===== config.mk =====
export PLATFORM = sky130hd
export DESIGN_NAME = id_imm_ctrl
export DESIGN_NICKNAME = d
export VERILOG_FILES = /design/src/rtl/id_imm_ctrl.sv
export SDC_FILE = /design/constraint.sdc
export NUM_CORES = 1
export LEC_CHECK = 0
export CAP_MARGIN = 10
export CORE_ASPECT_RATIO = 0.8
export CORE_MARGIN = 2
export CORE_UTILIZATION = 35
export DETAILED_ROUTE_END_ITERATION = 7
export PLACE_DENSITY = 0.62
export SLEW_MARGIN = 20
export SYNTH_ARGS = -nofsm -noshare
export SYNTH_HDL_FRONTEND = slang
export SYNTH_SLANG_ARGS = --single-unit

===== constraint.sdc =====
create_clock -name clk -period 1.7 [get_ports clk]
set_input_delay 0.34 -clock clk [delete_from_list [all_inputs] [get_ports clk]]
set_output_delay 0.34 -clock clk [all_outputs]
set_load 0.005 [all_outputs]

===== src/rtl/id_imm_ctrl.sv =====
// id_imm_ctrl: RV64 immediate-format decode with a 2-entry skid buffer toward execute.
// Optional macro ID_IMM_CTRL_PERF_EN adds accept/stall performance counters. Rev 1.0
`default_nettype none

module id_imm_ctrl #(
  parameter int XLEN = 64
) (
  input  logic            clk,
  input  logic            rst_n,
  input  logic            flush,
  input  logic            in_valid,
  output logic            in_ready,
  input  logic [31:0]     in_instr,
  input  logic [XLEN-1:0] in_pc,
  output logic            out_valid,
  input  logic            out_ready,
  output logic [31:0]     out_instr,
  output logic [XLEN-1:0] out_pc,
  output logic [XLEN-1:0] out_imm,
  output logic [4:0]      out_imm_type,
  output logic            out_illegal
`ifdef ID_IMM_CTRL_PERF_EN
  ,
  output logic [31:0]     perf_accept_cnt,
  output logic [31:0]     perf_stall_cnt
`endif
);

  typedef enum logic [1:0] {
    EMPTY = 2'd0,
    ONE   = 2'd1,
    FULL  = 2'd2
  } state_t;

  state_t state;

  logic            in_fire;
  logic [XLEN-1:0] imm_i, imm_s, imm_b, imm_u, imm_j;
  logic [XLEN-1:0] dec_imm;
  logic [4:0]      dec_type;
  logic            dec_ill;

  logic [31:0]     main_instr, skid_instr;
  logic [XLEN-1:0] main_pc, skid_pc;
  logic [XLEN-1:0] main_imm, skid_imm;
  logic [4:0]      main_type, skid_type;
  logic            main_ill, skid_ill;

  assign in_ready  = (state != FULL);
  assign out_valid = (state != EMPTY);
  assign in_fire   = in_valid & in_ready & ~flush;

  // All formats take their sign from instr[31].
  assign imm_i = {{(XLEN-12){in_instr[31]}}, in_instr[31:20]};
  assign imm_s = {{(XLEN-12){in_instr[31]}}, in_instr[31:25], in_instr[11:7]};
  assign imm_b = {{(XLEN-13){in_instr[31]}}, in_instr[31], in_instr[7],
                  in_instr[30:25], in_instr[11:8], 1'b0};
  assign imm_u = {{(XLEN-32){in_instr[31]}}, in_instr[31:12], 12'b0};
  assign imm_j = {{(XLEN-21){in_instr[31]}}, in_instr[31], in_instr[19:12],
                  in_instr[20], in_instr[30:21], 1'b0};

  always_comb begin
    dec_type = 5'b00000;
    dec_imm  = '0;
    dec_ill  = 1'b0;
    case (in_instr[6:0])
      7'b0000011, 7'b0001111, 7'b0010011,
      7'b0011011, 7'b1100111, 7'b1110011: begin dec_type = 5'b00001; dec_imm = imm_i; end
      7'b0100011:                         begin dec_type = 5'b00010; dec_imm = imm_s; end
      7'b1100011:                         begin dec_type = 5'b00100; dec_imm = imm_b; end
      7'b0010111, 7'b0110111:             begin dec_type = 5'b01000; dec_imm = imm_u; end
      7'b1101111:                         begin dec_type = 5'b10000; dec_imm = imm_j; end
      7'b0110011, 7'b0111011:             dec_type = 5'b00000;
      default:                            dec_ill  = 1'b1;
    endcase
  end

  always_ff @(posedge clk or negedge rst_n) begin
    if (!rst_n) begin
      state      <= EMPTY;
      main_instr <= '0;
      main_pc    <= '0;
      main_imm   <= '0;
      main_type  <= '0;
      main_ill   <= 1'b0;
      skid_instr <= '0;
      skid_pc    <= '0;
      skid_imm   <= '0;
      skid_type  <= '0;
      skid_ill   <= 1'b0;
    end else if (flush) begin
      state <= EMPTY;
    end else begin
      case (state)
        EMPTY: begin
          if (in_fire) begin
            state      <= ONE;
            main_instr <= in_instr;
            main_pc    <= in_pc;
            main_imm   <= dec_imm;
            main_type  <= dec_type;
            main_ill   <= dec_ill;
          end
        end
        ONE: begin
          if (in_fire && out_ready) begin
            main_instr <= in_instr;
            main_pc    <= in_pc;
            main_imm   <= dec_imm;
            main_type  <= dec_type;
            main_ill   <= dec_ill;
          end else if (in_fire) begin
            state      <= FULL;
            skid_instr <= in_instr;
            skid_pc    <= in_pc;
            skid_imm   <= dec_imm;
            skid_type  <= dec_type;
            skid_ill   <= dec_ill;
          end else if (out_ready) begin
            state <= EMPTY;
          end
        end
        FULL: begin
          if (out_ready) begin
            state      <= ONE;
            main_instr <= skid_instr;
            main_pc    <= skid_pc;
            main_imm   <= skid_imm;
            main_type  <= skid_type;
            main_ill   <= skid_ill;
          end
        end
        default: state <= EMPTY;
      endcase
    end
  end

  assign out_instr    = main_instr;
  assign out_pc       = main_pc;
  assign out_imm      = main_imm;
  assign out_imm_type = main_type;
  assign out_illegal  = main_ill;

`ifdef ID_IMM_CTRL_PERF_EN
  // Counters ignore flush; a flush cycle never counts as accept or stall.
  always_ff @(posedge clk or negedge rst_n) begin
    if (!rst_n) begin
      perf_accept_cnt <= '0;
      perf_stall_cnt  <= '0;
    end else begin
      if (in_fire)
        perf_accept_cnt <= perf_accept_cnt + 32'd1;
      if (in_valid && !in_ready && !flush)
        perf_stall_cnt <= perf_stall_cnt + 32'd1;
    end
  end
`endif

endmodule

`default_nettype wire


After elaboration in Yosys (flattened, before gate mapping)

Cells that the tools add are included.

Bits in registers: 334
Latch bits: 0
Bits in writable memories: 0
Memory bits (read-only): 0
Input port bits: 101
Logic and storage cells: 78
Memories: 0

Add/sub/neg operators: 0
Multipliers: 0
Div/mod/pow operators: 0
Order comparisons: 0
Eq/ne operators: 23
Shift-type cells: 0
Muxes and demuxes: 30
Bitwise logic cells: 4
Reductions and logical operators: 10

Operators with widths:

| operator             | count |
|---|---|
| $mux W64             | 6 |
| $pmux W64 S3         | 2 |
| $pmux W64 S5         | 1 |
| $mux W32             | 3 |
| $pmux W32 S3         | 1 |
| $eq A7 B6 Y1 const B | 4 |
| $eq A7 B7 Y1 const B | 4 |
| $pmux W5 S5          | 1 |
| $eq A7 B5 Y1 const B | 3 |
| $mux W5              | 3 |
| $pmux W5 S3          | 1 |
| $reduce_or A13 Y1    | 1 |
| $mux W2              | 6 |
| $ne A3 B3 Y1 const B | 3 |
| $ne A2 B2 Y1 const B | 4 |
| $reduce_and A4 Y1    | 2 |
| $eq A7 B2 Y1 const B | 1 |
| $eq A7 B4 Y1 const B | 1 |
| $pmux W2 S3          | 1 |
| $reduce_or A6 Y1     | 1 |
| $reduce_and A5 Y1    | 1 |
| $mux W1              | 4 |
| $ne A4 B4 Y1 const B | 1 |
| $pmux W1 S3          | 1 |
| other kinds (9)      | 11 |

Longest topological paths before layout

Gate-level depths: netlist of run 1.

Word-level depth: 7
Mapped depth: 8

Least setup slack after synthesis of run 1

Ideal clock, no wire load.

Path kind: in2reg
Start: input in_instr[6]
End: register main_imm[19], in the netlist out_imm[19]
Setup time: 87 ps
Data arrival time: 1694 ps
Required time: 1613 ps
Slack: -81 ps
Stages on the path: 8
Cell sequence: buf_6 nor4_1 a311oi_2 o311a_1 buf_6 nor2b_4 buf_6 a211oi_2

Word-level cells in the longest chain between the ends: 5
Elaborated cells on any way between the ends: 17

Ends and longest elaborated chain:

| element                                                     | RTL line | RTL |
|---|---|---|
| from (decl)                                                 | 13       | `input logic [31:0] in_instr,` |
| $eq A7 B2 Y1, or another cell as far along                  | 66       | `case (in_instr[6:0])` |
| $reduce_or A6 Y1 / $reduce_or A2 Y1 (equally long branches) | -        |  |
| $pmux W64 S5 *                                              | 66       |  |
| $mux W64 (on tied branches)                                 | 106, 96  |  |
| $pmux W64 S3 *                                              | 94       | `case (state)` |
| to (signal assigned)                                        | 100      | `main_imm <= dec_imm;` |
| to (signal assigned)                                        | 109      | `main_imm <= dec_imm;` |
| to (signal assigned)                                        | 128      | `main_imm <= skid_imm;` |
| to (decl)                                                   | 45       | `logic [XLEN-1:0] main_imm, skid_imm;` |

Every way passes the cells marked *; elsewhere a longest branch is shown, timed or not. The select of a mux whose other input is x is not followed.
A chain may end at the register's enable or synchronous reset.

Worst setup path in the final report of run 1

Start: register state[1]
End: register main_pc[36], in the netlist out_pc[36]

Word-level cells in the longest chain between the ends: 6
Elaborated cells on any way between the ends: 13

Ends and longest elaborated chain:

| element                     | RTL line | RTL |
|---|---|---|
| from (decl)                 | 35       | `state_t state;` |
| from (signal assigned)      | 80       | `state <= EMPTY;` |
| from (signal assigned)      | 92       | `state <= EMPTY;` |
| from (signal assigned)      | 97       | `state <= ONE;` |
| $ne A2 B2 Y1                | 49       | `assign in_ready = (state != FULL);` |
| $and A1 B1 Y1 (2 in a row)  | 51       | `assign in_fire = in_valid & in_ready & ~flush;` |
| $logic_and A1 B1 Y1         | 106      | `if (in_fire && out_ready) begin` |
| $ne A2 B2 Y1 (no line)      | -        |  |
| $reduce_and A5 Y1 (no line) | -        |  |
| to (signal assigned)        | 99       | `main_pc <= in_pc;` |
| to (signal assigned)        | 108      | `main_pc <= in_pc;` |
| to (signal assigned)        | 127      | `main_pc <= skid_pc;` |
| to (decl)                   | 44       | `logic [XLEN-1:0] main_pc, skid_pc;` |

Several ways; a longest one is shown, not always the timed one.

==> results of run 1 <==
-- worst reg2reg max path, cell delays in order (launching register included) --
cell and delay, ps:
dfrtp_1 400, buf_6 130, nand2b_4 150, a21oi_4 150, o21ba_4 190, buf_12 140, clkbuf_16 200, clkbuf_16 170
nor2_1 50, a31oi_1 130
-- cell usage in the layout, fill, tap and decap left out, drive strengths merged, types with 3 or more instances in the layout --
master         instances
buf                  178
nand2b                 4
nor2b                  4
inv                    7
o22ai                  6
nor2                 141
dfrtp                270
nor3                  22
clkdlybuf4s50         95
a31oi                106
nand3                 20
a21oi                 18
and2                   4
nand2                525
o21bai                 3
and3                   9
o21ai                 21
clkdlybuf4s15          3
dlygate4sd2          135
o211ai                16
clkinv                 6
a22oi                  5
a22o                   6
a211oi                19
clkbuf                77
bufinv                 4
a221o                  6
-- power by group through the flow --
stage / clock network, mW / registers [mW] / logic, mW
2_1_floorplan: 0 / 8.42 / 1.67
3_3_place_gp: 0 / 8.49 / 4.01
3_5_place_dp: 0 / 8.52 / 4.09
4_1_cts: 7.16 / 8.40 / 3.99
5_1_grt: 7.41 / 8.64 / 4.94
6_report: 7.03 / 8.50 / 4.50
-- repair_timing --
action / in CTS / in global routing
resized for setup: 278 / 203
pin swaps: 3 / 21
hold buffers: 1 / 0
endpoints found under the hold margin: 215 / 0
cloned: 5 / 30
setup endpoints to repair: 279 / 303
buffers inserted: 28 / 13
-- cell type report --
class | instances | area [sq um] | area share, %
Tap cell | 434 | 543.0 | 2.962
Sequential cell | 270 | 6759 | 36.87
Multi-Input combinational cell | 957 | 5002 | 27.28
Clock inverter | 14 | 188.9 | 1.031
Clock buffer | 42 | 887.1 | 4.839
Inverter | 5 | 23.77 | 0.1297
Antenna cell | 2 | 5.005 | 0.02730
Timing Repair Buffer | 449 | 4925 | 26.86
-- per-stage QoR --
| step | power (mW) | TNS, ps | utilization, % | setup slack [ps] |
|---|---|---|---|---|
| after CTS | 19.55 | -15540 | 50.74 | -239.8 |
| after global placement | 12.50 | -98000 | 46.80 | -698.2 |
| after detailed placement | 12.61 | -109440 | 46.80 | -728.8 |
| after floorplan | 10.08 | -318.0 | - | -62.33 |
| final | 20.03 | -3816 | 54.76 | -84.04 |
| after global routing | 20.99 | -14480 | 54.76 | -131.4 |
-- kinds of logic (layout without fill, tap and decap cells) --
kind of cell | after synthesis | in the layout | synth area share [%]
compound gates | 216 | 217 | 12.37
buf+inv | 132 | 510 | 5.559
flops | 270 | 270 | 57.07
mux | 1 | 1 | 0.09511
other cells | 0 | 2 | 0
simple gates | 739 | 739 | 24.91
-- state kept, by name (all words and copies together), names as in the netlist --
register,cells
skid_pc,64
out_instr,32
skid_instr,32
out_imm_type,5
out_pc,64
out_imm,32
skid_ill,1
skid_type,5
skid_imm,32
state,2
out_illegal,1
-- worst max-delay path by stage --
stage,from,endpoint
CTS,out_imm[62],out_imm[51]
global route,state[1],out_pc[25]
detailed placement,in_instr[5],skid_imm[0]
global placement,in_instr[3],out_imm[30]
floorplan,in_instr[6],out_imm[13]
finish,state[1],out_pc[36]
-- routing by layer --
layer	vias up	GRT usage [%]	wire, um	part of all wire [%]
met4	4	4.841	709	1.7
met3	56	4.508	3201	7.7
li1	5212	-	-	-
met5	-	0	27	0.065
met2	435	30.94	18500	45
met1	5438	30.42	19050	46
==> reports/qor_table.md, run 1 <==
| Parameter | Value | Unit |
|:---|:---|:---|
| RSZ-0062 raised after global routing | yes | - |
| DR vias/cell | 5.129 | - |
| Violations in the final reports | setup timing | - |
| Total power divided by cell area | 1092 | mW/mm^2 |
| Wire length of the first global-routing pass | 58320 | um |
| Maximum capacitance violations | 0 | - |
| Post-synth EDFFs | 0 | - |
| Starting DRT DRC Count | 960 | - |
| Startpoint of the worst register-to-register path | state[1] | - |
| Synth-to-Final Area Change | 54.86 | % |
| Layout cells sized above 1 | 22.34 | % |
| Routed wire length | 41490 | um |
| Critical path class | flip-flop to flip-flop | - |
| Clock latency reported for the late side of the worst-skew pair | 570 | ps |
| Kind of end point of the critical path | flip-flop | - |
| Filler cell count | 2963 | - |
| Fraction of the yosys area taken by sequential cells | 57.07 | % |
| Net switching fraction of the power | 28.14 | % |
| Average cell area after synthesis | 8.718 | sq um |
| Routed vias | 11150 | - |
| DR DRC count | 0 | - |
| Worst path max stage delay | 400 | ps |
| Final instance area | 0.01833 | sq mm |
| Number of storage elements in the synthesis netlist | 270 | - |
| Global-route usage over all layers | 20.61 | % |
| Most used standard cell by instance count after synthesis | nand2_1 | - |
| 1st-pass router iterations | 5 | - |
| Vertical die dimension | 168.5 | um |
| Via count of the first global-routing pass | 10440 | - |
| Final setup margin | -84.04 | ps |
| Cell with the biggest individual delay on the critical path | dfrtp_1 | - |
| Count of cell instances traversed by the critical path | 9 | - |
| Placed wire-length estimate | 24330 | um |
| Fmax | 560.5 | MHz |
| Number of instances in the synthesized netlist | 1358 | - |
| Number of placed cells counting well taps | 2043 | - |
| Clock Pin Slew Worst Setup and Hold Paths | 60 | ps |
| P_leak | 8.443 | nW |
| Library cell with the largest summed area after synthesis | dfrtp_1 | - |
| Count of non-filler cells in the finished layout | 2173 | - |
| WP data arrival | 2270 | ps |
| Largest cells by area after synthesis | dfrtp_1 57%, nand2_1 17%, a31oi_1 5.6%, nor2_1 4.5%, clkbuf_1 2.2% | - |
| Top post-synthesis cells by count | 524 x nand2_1, 270 x dfrtp_1, 141 x nor2_1 | - |
| Clock period minus worst slack | 1784 | ps |
| Number of input and output port buffers inserted | 268 | - |
| Worst slew pin tran | 466.4 | ps |
| Sum of overflow across all layers after global routing | 0 | - |
| Crit share post-route | 104.9 | % |
| Initial cell density of the core | 35.36 | % |
| Number of hold-slack violations in the final timing report | 0 | - |
| Ordered cell list for the critical path | buf_6 -> nand2b_4 -> a21oi_4 -> o21ba_4 -> buf_12 -> clkbuf_16 -> clkbuf_16 -> nor2_1 -> a31oi_1 | - |
| Area of the core | 0.03348 | sq mm |
| Maximum clock path buffer count | 3 | - |
| Clock tree from TritonCTS | done | - |
| Crit Reg-Reg Endpoint | out_pc[36] | - |
| Area fraction of the dominant cell type after synthesis | 57.07 | % |
| Async set-or-reset flop fraction in the synthesized netlist | 100.0 | % |
| Cell repeated most along the worst path | clkbuf_16 | - |
| Required time reported for the critical path endpoint | 2180 | ps |
| Buffers & Inverters on Critical Path | 4 | - |
| Critical path startpoint category | flip-flop | - |
| Number of distinct library cells after synthesis | 49 | - |
| Drt wl/cell | 19.09 | um |
| R2R depth | 9 | - |
| Worst Hold Slack | 222.8 | ps |
| Antenna violation net count after detailed routing | 0 | - |
| Relative contribution of sequential cells to total power | 42.4 | % |
| Crit Path Max Fanout | 8 | - |
| Die Area | 0.03532 | sq mm |
| Final #Nets | 1814 | - |
| TritonCTS Sinks | 270 | - |
| Num CTS Buffers | 30 | - |
| Net switching power of the design | 5.636 | mW |
| Highest ir drop seen on vdd | 603.1 | uV |
| Number of antenna violations at the first check in global routing | 4 | - |
| Path class of the lowest-slack min-delay path | input pin to asynchronous set/reset pin | - |
| Logic pwr share | 22.5 | % |
| Cell area after technology mapping | 0.01184 | sq mm |
| Number of placed I/O pins | 269 | - |
| Final count of negative-setup-slack endpoints | 119 | - |
| Synth warn | 0 | - |
| Final Max Slew Viols | 0 | - |
| Setup skew after layout | 19.23 | ps |
| Most common flop cell mapped by yosys | dfrtp_1 | - |
| Root cell of the clock tree | clkbuf_16 | - |
| Run status | finished, violations left | - |
| Std-Cell Rows | 60 | - |
| H-tree levels | 1 | - |
| Max-slew headroom at the worst pin | 68.70 | % |
| Gate family responsible for the most delay along the worst path | buffers and inverters | - |
| Portion of total power attributed to the clock network | 35.1 | % |
| R2R setup slack | -80 | ps |
| Cell Int Power | 14.39 | mW |
| Synthesized net count | 1459 | - |
| Routability congestion estimate from global placement | 0.8209 | - |
| Post-DP Area | 0.01567 | sq mm |
| Pin count of the biggest net entering global routing | 77 | - |
| Die width | 209.6 | um |
Note: power is estimated with default switching activity, not from simulation.
==> inputs of run 2 (changes only) <==
Settings changed: GPL_TIMING_DRIVEN set to 0, RECOVER_POWER set to 100.
==> run 2 against run 1 <==
- the run still ends with setup timing left
- sequential power shrank 1%
- flip-flop and latch count is the same
- register-to-register slack lost 120 ps
- routed wire length grew 2.3%
- fmax shrank 6.6%
- clock power shrank 3.0%
- critical path depth shrank 5
- design area shrank 0.72%
- critical endpoint is now in_ready
==> reports/qor_table.md, run 2 (same netlist as run 1, synthesis figures left out) <==
| Parameter | Value | Unit | vs previous |
|:---|:---|:---|:---|
| Violations in the final reports | setup timing | - |  |
| Startpoint of the worst register-to-register path | state[0] | - |  |
| Global-route usage over all layers | 22.26 | % | +1.6 points |
| R2R setup slack | -200 | ps | -120 ps |
| Pin count of the biggest net entering global routing | 90 | - | +17% |
| Final setup margin | -209.6 | ps | -125.5 ps |
| Filler cell count | 3041 | - | +2.6% |
| TritonCTS Sinks | 270 | - | unchanged |
| P_leak | 8.578 | nW | +1.6% |
| Ordered cell list for the critical path | nor2_4 -> clkinv_4 -> clkbuf_16 -> clkbuf_2 | - |  |
| Synth-to-Final Area Change | 53.74 | % |  |
| Met3 wire len | 3364 | um | +5.1% |
| Routed wire length on met2 | 18880 | um | +2.1% |
| Critical path class | flip-flop to primary output | - |  |
| Core occupancy in the finished layout | 54.36 | % | -0.40 points |
| Crit Reg-Reg Endpoint | skid_imm[4] | - |  |
| End point of the critical path | in_ready | - |  |
| Final Max Slew Viols | 0 | - | unchanged |
| Final #Nets | 1837 | - | +1.3% |
| Net switching power of the design | 5.479 | mW | -2.8% |
| RSZ-0062 raised after global routing | yes | - |  |
| Die Area | 0.03532 | sq mm | unchanged |
| Clock Pin Slew Worst Setup and Hold Paths | 70 | ps | about the same |
| Clock tree from TritonCTS | done | - |  |
| DR vias/cell | 5.149 | - | +0.38% |
| Root cell of the clock tree | clkbuf_16 | - |  |
| Routability congestion estimate from global placement | 0.8834 | - | +7.6% |
| WP data arrival | 1570 | ps | -700 ps |
| Portion of total power attributed to the clock network | 34.6 | % | -0.5 points |
| Crit share post-route | 112.3 | % | +7.4 points |
| Starting DRT DRC Count | 849 | - | -12% |
| Routed wire length | 42460 | um | +2.3% |
| R2R depth | 8 | - | -1 |
| Via count of the first global-routing pass | 10620 | - | +1.7% |
| Number of antenna violations at the first check in global routing | 4 | - | unchanged |
| Number of placed I/O pins | 269 | - | unchanged |
| Required time reported for the critical path endpoint | 1360 | ps | -820 ps |
| Wire length of the first global-routing pass | 61490 | um | +5.4% |
| Number of hold-slack violations in the final timing report | 0 | - | unchanged |
| Clock period minus worst slack | 1910 | ps | +125.5 ps |
| Routed vias | 11300 | - | +1.4% |
| Setup skew after layout | 26.92 | ps | +7.690 ps |
| Most common library cell in the layout ignoring fill and taps | nand2_1 | - |  |
| Layout cells sized above 1 | 19.72 | % | -2.6 points |
| Maximum capacitance violations | 0 | - | unchanged |
| Drt wl/cell | 19.34 | um | +1.3% |
| Worst Hold Slack | 159.3 | ps | -63.52 ps |
| Total power divided by cell area | 1084 | mW/mm^2 | -0.77% |
| Crit Path Max Fanout | 7 | - | -1 |
| Area of the core | 0.03348 | sq mm | unchanged |
| H-tree levels | 1 | - | unchanged |
| Max-slew headroom at the worst pin | 35.22 | % | -33 points |
| Maximum clock path buffer count | 3 | - | unchanged |
| Worst slew pin tran | 971.7 | ps | +505.3 ps |
| Run status | finished, violations left | - |  |
| Fmax | 523.7 | MHz | -6.6% |
| Net switching fraction of the power | 27.77 | % | -0.37 points |
| Placed wire-length estimate | 27380 | um | +13% |
| Final count of negative-setup-slack endpoints | 301 | - | +150% |
| Cell Int Power | 14.25 | mW | -0.97% |
| Most frequent cells in the layout | 519 x nand2_1, 268 x dfrtp_1, 138 x nor2_1, 138 x dlygate4sd2_1, 106 x a31oi_1 | - |  |
| Highest ir drop seen on vdd | 727.8 | uV | +21% |
| DR DRC count | 0 | - | unchanged |
| Num CTS Buffers | 30 | - | unchanged |
| Vertical die dimension | 168.5 | um | unchanged |
| Die width | 209.6 | um | unchanged |
| Worst slack at placement | -1559 | ps | -829.8 ps |
| Number of input and output port buffers inserted | 267 | - | -0.37% |
| Antenna violation net count after detailed routing | 0 | - | unchanged |
| Path class of the lowest-slack min-delay path | input pin to flip-flop | - |  |
| Critical path startpoint category | flip-flop | - |  |
| Kind of end point of the critical path | primary output | - |  |
| Cell with the biggest individual delay on the critical path | dfrtp_2 | - |  |
| Routed metal-1 wire length | 19230 | um | +0.90% |
| Highest signal layer in the routed design | met5 | - |  |
| Sum of overflow across all layers after global routing | 0 | - | unchanged |
| Start point of the critical path | state[0] | - |  |
| Clock latency reported for the late side of the worst-skew pair | 570 | ps | about the same |
| Std-Cell Rows | 60 | - | unchanged |
| Logic pwr share | 22.8 | % | +0.3 points |
| Initial cell density of the core | 35.36 | % | unchanged |
| Relative contribution of sequential cells to total power | 42.6 | % | +0.2 points |
| Worst path max stage delay | 420 | ps | +20 ps |
| 1st-pass router iterations | 5 | - | unchanged |
==> run 2: changes by cell type in the layout (fill, tap and decap cells not counted), sizes merged <==
| cell | previous run | this run |
|---|---|---|
| clkbuf | 77 | 112 |
| buf | 178 | 171 |
| clkdlybuf4s50 | 95 | 91 |
| dlygate4sd2 | 135 | 138 |
| inv | 7 | 4 |
| clkinv | 6 | 8 |
| bufinv | 4 | 3 |
| clkdlybuf4s15 | 3 | 2 |
| diode | 2 | 1 |
| dlymetal6s2s | 2 | 1 |
| o21bai | 3 | 2 |
| or3 | 1 | 2 |
==> run 2: worst max-delay path, delay by kind of cell (launching register included) <==
| family | cells | cell delay, ps |
|---|---|---|
| flip-flops | 1 | 420 |
| buffers and inverters | 3 | 380 |
| AND/OR/NAND/NOR | 1 | 190 |
==> run 2: per-layer routing <==
layer | up-vias | track usage, %
li1 | 5263 | -
met1 | 5541 | 32.48
met2 | 426 | 33.57
met3 | 67 | 5.677
met4 | 4 | 4.502
met5 | - | 0
==> run 2: how the worst min path moves through the flow <==
| stage | from | end | cells after the start |
|---|---|---|---|
| after floorplan | rst_n | out_illegal | 0 |
| after global placement | skid_pc[44] | skid_pc[44] | 2 |
| after detailed placement | rst_n | skid_pc[17] | 1 |
| after CTS | in_instr[1] | skid_instr[1] | 3 |
| after global routing | in_instr[0] | skid_instr[0] | 3 |
| final | in_instr[0] | skid_instr[0] | 3 |
==> run 2: power groups by stage <==
stage | clock [mW] | sequential (mW) | combinational [mW]
6_report | 6.82 | 8.40 | 4.50
5_1_grt | 7.19 | 8.56 | 4.94
4_1_cts | 6.92 | 8.39 | 4.09
3_5_place_dp | 0 | 8.55 | 4.05
3_3_place_gp | 0 | 8.53 | 3.97
2_1_floorplan | 0 | 8.42 | 1.67
==> run 2: repair_timing <==
item | in CTS | in global routing
pin swaps | 4 | 27
setup buffers | 30 | 20
gates resized for setup | 430 | 182
gates cloned | 1 | 30
endpoints found under the hold margin | 39 | 0
setup endpoints to repair | 437 | 292
hold buffers | 2 | 0
==> run 2: area by class of cell <==
class | instances | area [sq um] | share of cell area (%)
well taps | 434 | 543.0 | 2.983
flip-flops and latches | 270 | 6761 | 37.15
plain buffers | 123 | 1379 | 7.575
clock inverters | 12 | 155.1 | 0.8524
multi-input cells | 957 | 4686 | 25.74
inverters | 5 | 23.77 | 0.1306
clock buffers | 44 | 893.4 | 4.908
diodes | 1 | 2.502 | 0.01375
repair buffers | 349 | 3757 | 20.64
==> run 2: metrics by stage <==
| step | std cells | cell area (sq um) | power (mW) | TNS [ps] |
|---|---|---|---|---|
| 3_5_place_dp | 2062 | 15170 | 12.60 | -323470 |
| 5_1_grt | 2194 | 18200 | 20.69 | -65120 |
| 3_3_place_gp | 2059 | 15080 | 12.50 | -3456660 |
| 4_1_cts | 2149 | 16950 | 19.39 | -6095 |
| 2_1_floorplan | 1358 | 11870 | 10.08 | -318.0 |
| 6_report | 2195 | 18200 | 19.73 | -41050 |
==> inputs of run 3 (changes only) <==
Settings changed: CORE_UTILIZATION 35 to 46, PLACE_DENSITY 0.62 to 0.78, SETUP_SLACK_MARGIN set to 0.05.
==> run 3 against run 2 <==
- the run still ends with setup timing left
- clock-buffer cell count shrank 3
- fmax shrank 4.5%
- design area grew 5.7%
- global-route usage grew 7.7 points
- die area shrank 23%
- combinational power grew 16%
- via count grew 9.2%
- hold slack gained 170 ps
- non-clock buffer count grew 18
- critical endpoint unchanged
==> reports/qor_table.md, run 3 (same netlist as run 1, synthesis figures left out) <==
| Parameter | Value | Unit | vs previous |
|:---|:---|:---|:---|
| Worst Hold Slack | 327.2 | ps | +167.9 ps |
| 1st-pass router iterations | 5 | - | unchanged |
| Filler cell count | 1600 | - | -47% |
| TritonCTS Sinks | 270 | - | unchanged |
| Maximum clock path buffer count | 3 | - | unchanged |
| Vertical die dimension | 147.5 | um | -12% |
| Buffers & Inverters on Critical Path | 4 | - | +1 |
| Clock latency reported for the late side of the worst-skew pair | 550 | ps | -20 ps |
| Num CTS Buffers | 27 | - | -10% |
| Initial cell density of the core | 46.78 | % | +11 points |
| Total power divided by cell area | 1038 | mW/mm^2 | -4.2% |
| Final instance area | 0.01924 | sq mm | +5.7% |
| DR DRC count | 0 | - | unchanged |
| Final #Nets | 1851 | - | +0.76% |
| Path class of the lowest-slack min-delay path | input pin to flip-flop | - |  |
| Clock Pin Slew Worst Setup and Hold Paths | 70 | ps | about the same |
| Routability congestion estimate from global placement | 0.9313 | - | +5.4% |
| Worst slew pin tran | 684.0 | ps | -287.7 ps |
| Aggregate negative setup slack | -41530 | ps | -473.5 ps |
| Required time reported for the critical path endpoint | 1360 | ps | about the same |
| Final count of negative-setup-slack endpoints | 304 | - | +1.0% |
| Min-Delay Endpoint | out_instr[1] | - |  |
| Start point of the worst hold path | in_instr[1] | - |  |
| R2R setup slack | -290 | ps | -90 ps |
| Final setup margin | -299.3 | ps | -89.70 ps |
| Violations in the final reports | setup timing | - |  |
| Routed vias | 12340 | - | +9.2% |
| Die width | 183.4 | um | -13% |
| Number of placed I/O pins | 269 | - | unchanged |
| Die Area | 0.02704 | sq mm | -23% |
| Root cell of the clock tree | clkbuf_16 | - |  |
| RSZ-0062 raised after global routing | yes | - |  |
| Total area of multi-input combinational cells | 0.005512 | sq mm | +18% |
| Worst slack at placement | -1205 | ps | +353.5 ps |
| Power Total | 19.97 | mW | +1.2% |
| Run status | finished, violations left | - |  |
| Ordered cell list for the critical path | inv_2 -> nor2_4 -> clkinv_4 -> clkbuf_16 -> buf_6 | - |  |
| Pin count of the biggest net entering global routing | 99 | - | +10% |
| Crit Path Max Fanout | 4 | - | -3 |
| Number of antenna violations at the first check in global routing | 4 | - | unchanged |
| Kind of end point of the critical path | primary output | - |  |
| P_leak | 8.791 | nW | +2.5% |
| Most frequent cells in the layout | 381 x nand2_1, 268 x dfrtp_1, 139 x dlygate4sd2_1 | - |  |
| Number of placed cells counting well taps | 1951 | - | -5.4% |
| Count of non-filler cells in the finished layout | 2098 | - | -4.4% |
| Cell with the biggest individual delay on the critical path | dfrtp_1 | - |  |
| Min-Delay Path Depth | 3 | - | unchanged |
| Std-Cell Rows | 52 | - | -13% |
| Drt wl/cell | 22.04 | um | +14% |
| Sum of overflow across all layers after global routing | 0 | - | unchanged |
| Clock period minus worst slack | 1999 | ps | +89.70 ps |
| Startpoint of the worst register-to-register path | state[1] | - |  |
| R2R depth | 8 | - | unchanged |
| Clock tree from TritonCTS | done | - |  |
| Synth-to-Final Area Change | 62.49 | % |  |
| DR vias/cell | 5.880 | - | +14% |
| Post-DP Area | 0.01501 | sq mm | -1.0% |
| Placed wire-length estimate | 25950 | um | -5.2% |
| Layout cells sized above 1 | 30.79 | % | +11 points |
| Via count of the first global-routing pass | 11580 | - | +9.0% |
| Global-route usage over all layers | 29.98 | % | +7.7 points |
| Core occupancy in the finished layout | 76.01 | % | +22 points |
| Crit share post-route | 117.6 | % | +5.3 points |
| Most common library cell in the layout ignoring fill and taps | nand2_1 | - |  |
| Critical path startpoint category | flip-flop | - |  |
| Maximum capacitance violations | 0 | - | unchanged |
| H-tree levels | 1 | - | unchanged |
| Worst path max stage delay | 450 | ps | +30 ps |
| Setup skew after layout | 22.55 | ps | -4.370 ps |
| Number of hold-slack violations in the final timing report | 0 | - | unchanged |
| Wire length of the first global-routing pass | 63540 | um | +3.3% |
| Fmax | 500.2 | MHz | -4.5% |
| Highest ir drop seen on vdd | 714.0 | uV | -1.9% |
| Antenna violation net count after detailed routing | 0 | - | unchanged |
| Area of the core | 0.02531 | sq mm | -24% |
| Final Max Slew Viols | 0 | - | unchanged |
| Gate family responsible for the most delay along the worst path | buffers and inverters | - |  |
| Critical path class | flip-flop to primary output | - |  |
| Routed wire length | 46240 | um | +8.9% |
| Max-slew headroom at the worst pin | 54.40 | % | +19 points |
| Starting DRT DRC Count | 1524 | - | +80% |
| Number of input and output port buffers inserted | 267 | - | unchanged |
| WP data arrival | 1660 | ps | +90 ps |
| Area occupied by registers | 0.006761 | sq mm | unchanged |
| Crit Reg-Reg Endpoint | out_imm[7] | - |  |
-- run 3: how the worst max path moves through the flow --
stage	endpoint	slack, ps	start	cells past startpoint
after CTS	out_imm[33]	-240	out_imm[62]	4
final	in_ready	-300	state[1]	5
after global routing	in_ready	-300	state[1]	5
after floorplan	out_imm[13]	-60	in_instr[6]	8
after detailed placement	skid_pc[55]	-1210	out_ready	7
after global placement	out_instr[19]	-11240	rst_n	1
-- run 3: per-layer routing --
| layer | vias up | part of all wire (%) | track usage (%) | wire [um] |
|---|---|---|---|---|
| met1 | 6058 | 39 | 41.58 | 18110 |
| li1 | 5290 | - | - | - |
| met2 | 789 | 46 | 46.69 | 21120 |
| met3 | 200 | 10 | 7.071 | 4717 |
| met5 | - | 0 | 0 | 0 |
| met4 | 0 | 4.9 | 10.20 | 2284 |
-- run 3: timing repair --
| action | in CTS | in global routing |
|---|---|---|
| pin swaps | 130 | 85 |
| hold buffers | 1 | 0 |
| endpoints found under the setup margin | 437 | 304 |
| buffers inserted | 47 | 16 |
| cloned | 18 | 18 |
| gates resized for setup | 713 | 293 |
| hold endpoints to repair | 84 | 0 |
-- run 3: worst reg2reg max path, delay by kind of cell, from the launching register on --
| family | cells | cell delay (ps) |
|---|---|---|
| AO/OA/AOI/OAI | 2 | 550 |
| buffers and inverters | 4 | 520 |
| flip-flops | 1 | 450 |
| AND/OR/NAND/NOR | 2 | 340 |
-- run 3: area by class of cell --
cell class	count	share of cell area [%]
clock buffer	41	4.046
sequential	270	35.15
inverter	5	0.1236
antenna	4	0.05203
buffer	127	8.846
timing repair buffer	363	20.54
tap	324	2.107
multi-input combinational	956	28.65
clock inverter	8	0.4878
-- run 3: power breakdown --
group	switching, mW	internal [mW]	total, mW	leakage, nW
clock network	2.57	3.45	6.02	0.432
registers	1.02	7.69	8.71	3.28
logic	2.32	2.92	5.24	5.08
